--- config.mk ---
export PLATFORM = sky130hd
export DESIGN_NAME = ppfifo_wr_arbiter
export DESIGN_NICKNAME = d
export VERILOG_FILES = /design/src/rtl/ppfifo_wr_arbiter.sv
export SDC_FILE = /design/constraint.sdc
export NUM_CORES = 1
export LEC_CHECK = 0
export CAP_MARGIN = 20
export CELL_PAD_IN_SITES_DETAIL_PLACEMENT = 1
export CELL_PAD_IN_SITES_GLOBAL_PLACEMENT = 2
export CORE_MARGIN = 2
export CORE_UTILIZATION = 27
export CTS_BUF_LIST = sky130_fd_sc_hd__clkbuf_4
export CTS_CLUSTER_SIZE = 16
export DETAILED_ROUTE_END_ITERATION = 8
export PLACE_DENSITY_LB_ADDON = 0.2
export SLEW_MARGIN = 10
export SYNTH_ARGS = -nofsm -noshare
export SYNTH_HDL_FRONTEND = slang
export SYNTH_SLANG_ARGS = --single-unit
--- constraint.sdc ---
create_clock -name clk -period 9.48 [get_ports clk]
set_input_delay 1.896 -clock clk [delete_from_list [all_inputs] [get_ports clk]]
set_output_delay 1.896 -clock clk [all_outputs]
set_load 0.005 [all_outputs]
--- src/rtl/ppfifo_wr_arbiter.sv ---
// Per-buffer round-robin arbiter sharing one ping-pong FIFO write port between two requesters.
// Optional strobe-count guard against over-size writes: define PPFIFO_WR_ARB_OVERFLOW_GUARD_EN.
module ppfifo_wr_arbiter #(
  parameter int DATA_WIDTH = 32,
  parameter int SIZE_WIDTH = 24
) (
  input  logic                  clk,
  input  logic                  rst,
  input  logic [1:0]            i_wr_rdy,
  output logic [1:0]            o_wr_act,
  input  logic [SIZE_WIDTH-1:0] i_wr_size,
  output logic                  o_wr_stb,
  output logic [DATA_WIDTH-1:0] o_wr_data,
  input  logic                  i_r0_req,
  input  logic                  i_r1_req,
  output logic                  o_r0_rdy,
  output logic                  o_r1_rdy,
  input  logic                  i_r0_act,
  input  logic                  i_r1_act,
  output logic [SIZE_WIDTH-1:0] o_r0_size,
  output logic [SIZE_WIDTH-1:0] o_r1_size,
  input  logic                  i_r0_stb,
  input  logic                  i_r1_stb,
  input  logic [DATA_WIDTH-1:0] i_r0_data,
  input  logic [DATA_WIDTH-1:0] i_r1_data,
  output logic                  o_busy,
  output logic [31:0]           o_buf_count,
  output logic                  o_overflow
);

  typedef enum logic [1:0] {IDLE, OFFER, ACTIVE, RELEASE} state_e;

  state_e                state_q, state_d;
  logic                  winner_q, winner_d;
  logic                  prio_q;
  logic [1:0]            act_q;
  logic [SIZE_WIDTH-1:0] size_q;
  logic                  stb_q;
  logic [DATA_WIDTH-1:0] data_q;
  logic [31:0]           count_q;

  logic                  acquire;
  logic                  winReq, othReq, winAct, winStb;
  logic [DATA_WIDTH-1:0] winData;
  logic                  fwdStb;

  assign winReq  = winner_q ? i_r1_req  : i_r0_req;
  assign othReq  = winner_q ? i_r0_req  : i_r1_req;
  assign winAct  = winner_q ? i_r1_act  : i_r0_act;
  assign winStb  = winner_q ? i_r1_stb  : i_r0_stb;
  assign winData = winner_q ? i_r1_data : i_r0_data;

  assign acquire = (state_q == IDLE) && (i_wr_rdy != 2'b00) && (act_q == 2'b00)
                   && (i_r0_req || i_r1_req);

  always_ff @(posedge clk or posedge rst) begin
    if (rst) state_q <= IDLE;
    else     state_q <= state_d;
  end

  always_comb begin
    state_d = state_q;
    case (state_q)
      IDLE:    if (acquire) state_d = OFFER;
      OFFER:   if (winAct)  state_d = ACTIVE;
      ACTIVE:  if (!winAct) state_d = RELEASE;
      RELEASE: state_d = IDLE;
      default: state_d = IDLE;
    endcase
  end

  // A requester that gives up its offer hands the held buffer to a waiting peer.
  always_comb begin
    winner_d = winner_q;
    if (acquire)
      winner_d = (i_r0_req && i_r1_req) ? prio_q : i_r1_req;
    else if ((state_q == OFFER) && !winAct && !winReq && othReq)
      winner_d = ~winner_q;
  end

  always_comb begin
    o_busy    = (state_q != IDLE);
    o_r0_rdy  = (state_q == OFFER) && !winner_q;
    o_r1_rdy  = (state_q == OFFER) &&  winner_q;
    o_r0_size = (o_busy && !winner_q) ? size_q : '0;
    o_r1_size = (o_busy &&  winner_q) ? size_q : '0;
  end

`ifdef PPFIFO_WR_ARB_OVERFLOW_GUARD_EN
  logic [SIZE_WIDTH-1:0] fill_q;
  logic                  ovf_q;
  logic                  overSize;

  assign overSize = (fill_q == size_q);
  assign fwdStb   = (state_q == ACTIVE) && winStb && !overSize;

  always_ff @(posedge clk or posedge rst) begin
    if (rst) begin
      fill_q <= '0;
      ovf_q  <= 1'b0;
    end else begin
      if (acquire)     fill_q <= '0;
      else if (fwdStb) fill_q <= fill_q + SIZE_WIDTH'(1);
      if ((state_q == ACTIVE) && winStb && overSize) ovf_q <= 1'b1;
    end
  end

  assign o_overflow = ovf_q;
`else
  assign fwdStb     = (state_q == ACTIVE) && winStb;
  assign o_overflow = 1'b0;
`endif

  // Downstream act stays up through RELEASE so the final registered strobe lands inside the buffer.
  always_ff @(posedge clk or posedge rst) begin
    if (rst) begin
      winner_q <= 1'b0;
      prio_q   <= 1'b0;
      act_q    <= 2'b00;
      size_q   <= '0;
      stb_q    <= 1'b0;
      data_q   <= '0;
      count_q  <= '0;
    end else begin
      winner_q <= winner_d;
      stb_q    <= fwdStb;
      if (fwdStb) data_q <= winData;
      if (acquire) begin
        act_q  <= i_wr_rdy[0] ? 2'b01 : 2'b10;
        size_q <= i_wr_size;
      end
      if (state_q == RELEASE) begin
        act_q   <= 2'b00;
        count_q <= count_q + 32'd1;
        prio_q  <= ~winner_q;
      end
    end
  end

  assign o_wr_act    = act_q;
  assign o_wr_stb    = stb_q;
  assign o_wr_data   = data_q;
  assign o_buf_count = count_q;

endmodule

==> reports/qor.csv <==
metric,value,unit
status,finished clean,
min cycle time layout,4.455,ns
CP Capture Type,output pin,
post-CTS resize count,0,
Routability Congestion,0.7350,
cell leakage power,3.069,nW
Max H-tree Level,3,
mapped cell area,4628,sq um
fraction of layout cells with a size suffix above 1,9.733,%
Area Growth Syn to Fin,55.42,%
CTS Hold Bufs,0,
most frequent cells in the layout,"clkdlybuf4s50_1 (215), dfrtp_1 (94), and2_1 (50)",
Fmax achieved,224.5,MHz
Critical Path Max Stage Delay,0.60,ns
synth top area cells,"dfrtp_1 (51%), mux2i_1 (7.8%), and2_1 (6.8%), mux2_2 (6.6%), xnor2_1 (3.6%)",
Worst path slowest cell,nor2b_2,
Nets,736,
Worst R2R Path Depth,5,
FF-to-FF Start,state_q[1]$_DFFE_PP0P_,
initial antenna violation count,1,
vias,3837,
asr flop ratio synth,100.0,%
pre-CTS setup slack,4.559,ns
vias in the first global route,3985,
Post-CTS Setup Repair Bufs,0,
"commonest non-fill, non-tap cell in the layout",clkdlybuf4s50_1,
post-synth cell types,33,
Yosys top cell by area,dfrtp_1,
final WL,13660,um
Power Dens Cells,248.3,nW/um^2
Overall Power,1.786,mW
worst setup margin,5.025,ns
CTS tree,yes,
number of synthesized flops with an enable pin,0,
Cells after Synth,421,
CTS Root Cell,clkbuf_4,
syn_nets,525,
Die Ht,134.9,um
clk_lat worst skew,0.46,ns
# setup viols final,0,
Detailed Place HPWL,10580,um
Critical Path Source,state_q[0]$_DFFE_PP0P_,
syn_area_per_cell,10.99,sq um
Iter 0 DRT Violations,105,
"Primary FF master, synth",dfrtp_1,
Total Routing Usage GR,15.07,%
total negative setup slack,0,ns
Die Area,18200,sq um
total core area,16640,sq um
largest net degree at the start of global routing,66,
Final Cycle Share,46.99,%
Worst Path Required,7.58,ns
DR DRC count,0,
clock skew,0.01119,ns
drt wl/cell,15.92,um
Worst Path Max Fanout,24,
Initial Utilization,27.81,%
Worst Hold Depth,1,
Max Slew Vio Count,0,
startpoint types,flop,
Ports,217,
final global-route overflow total,0,
CTS sink count,95,
Antenna Nets Post-Route,0,
CTS Buffer Depth,2,
Num CTS Buffers,9,
register area share after synthesis,51.37,%
Yosys top cell area share,51.37,%
FP Rows,47,
clock slew at reported path FFs,0.15,ns
post-synthesis register bit count,95,
Worst Setup EP,o_r1_size[15],
Chip Width,134.9,um
VDD IR max,0.09740,mV
Max Cap Violations,0,
Detailed Routing Iterations Pass 1,4,
Yosys warnings,0,
Port Buf Inserts,215,
Vias/cell,4.472,
RSZ-0062 raised after global routing,no,
final hold vios,0,
crit path kind,reg -> out,
type of the most critical hold path,reg -> reg,
Slew HR,51.43,%
Layout fillers,1813,
first-pass GRT wire length,21380,um
CP cell instances,"inv_1, ha_1, nor2b_2, and2_1, clkdlybuf4s50_1",
Crit Reg-Reg Endpoint,o_buf_count[14]$_DFFE_PP0P_,
Worst Tran Pin Value,0.7253,ns
Worst EP arrival,2.56,ns
"reg-to-reg slack, setup",7.03,ns
## flip-flops by register name, summed over array words and instances (netlist names)
signal / flops
o_wr_stb: 1
o_buf_count: 32
size_q: 24
o_wr_data: 32
prio_q: 1
state_q: 2
winner_q: 1
o_wr_act: 2
## synth_stat cells (all sizes together) (2+ instances only)
master	number
nand3	8
a21oi	2
nand2	44
buf	10
clkbuf	11
xor2	12
and2	50
nor3	8
xnor2	19
inv	12
ha	6
dfrtp	95
or3	2
mux2i	36
mux2	27
nor2b	2
nand4	16
o22ai	2
nor2	12
o21ai	33
and3	3
nor4	6
## area by class of cell
| type | count | area, sq um | area share, % |
|---|---|---|---|
| clock inverter | 6 | 85.08 | 1.183 |
| sequential | 95 | 2379 | 33.07 |
| antenna | 1 | 2.502 | 0.03479 |
| multi-input combinational | 293 | 2116 | 29.41 |
| clock buffer | 10 | 75.07 | 1.044 |
| inverter | 12 | 47.55 | 0.6610 |
| tap | 220 | 275.3 | 3.827 |
| timing repair buffer | 221 | 2213 | 30.77 |
## power breakdown
group | internal (mW) | switching (mW)
clock | 0.109 | 0.138
combinational | 0.545 | 0.338
sequential | 0.546 | 0.109
total | 1.20 | 0.586
## worst min path at each step
stage / from / end / slack, ns
after CTS: o_buf_count[31]$_DFFE_PP0P_ / o_buf_count[31]$_DFFE_PP0P_ / 0.49
final: o_buf_count[31]$_DFFE_PP0P_ / o_buf_count[31]$_DFFE_PP0P_ / 0.49
after global placement: o_wr_data[1]$_DFFE_PP0P_ / o_wr_data[1]$_DFFE_PP0P_ / 0.46
after detailed placement: o_wr_data[17]$_DFFE_PP0P_ / o_wr_data[17]$_DFFE_PP0P_ / 0.47
after floorplan: o_buf_count[31]$_DFFE_PP0P_ / o_buf_count[31]$_DFFE_PP0P_ / 0.47
after global routing: o_buf_count[31]$_DFFE_PP0P_ / o_buf_count[31]$_DFFE_PP0P_ / 0.52
## worst max-delay path, delay by kind of cell (launching register included)
family	cells	cell delay, ns
fa+ha+maj	1	0.26
buf+inv	2	0.61
simple gates	2	0.83
flops	1	0.40
## cells by family after synthesis
| group | share of synthesized area [%] |
|---|---|
| other | 0.08103 |
| AND/OR/NAND/NOR | 19.38 |
| flip-flops | 51.37 |
| buffers and inverters | 3.109 |
| adder cells (fa/ha/maj) | 1.622 |
| XOR/XNOR | 5.866 |
| AO/OA/AOI/OAI | 4.217 |
| multiplexers | 14.36 |
## metal layers
| layer | routed length [um] | global-route usage (%) | up-vias |
|---|---|---|---|
| met2 | 6947 | 26.14 | 122 |
| met5 | 0 | 0 | - |
| met3 | 811 | 2.965 | 14 |
| met4 | 257 | 6.023 | 0 |
| li1 | - | - | 1850 |
| met1 | 5640 | 18.35 | 1851 |
## stage by stage
stage          util (%)  hold WS (ns)  instances  area (sq um)
2_1_floorplan         -        0.4682        421          4628
3_3_place_gp      42.04        0.4619        839          6997
3_5_place_dp      42.11        0.4696        840          7008
4_1_cts           43.07        0.4916        856          7168
5_1_grt           43.22        0.5229        858          7193
6_report          43.22        0.4884        858          7193
Power figures use the tool's default switching activity.
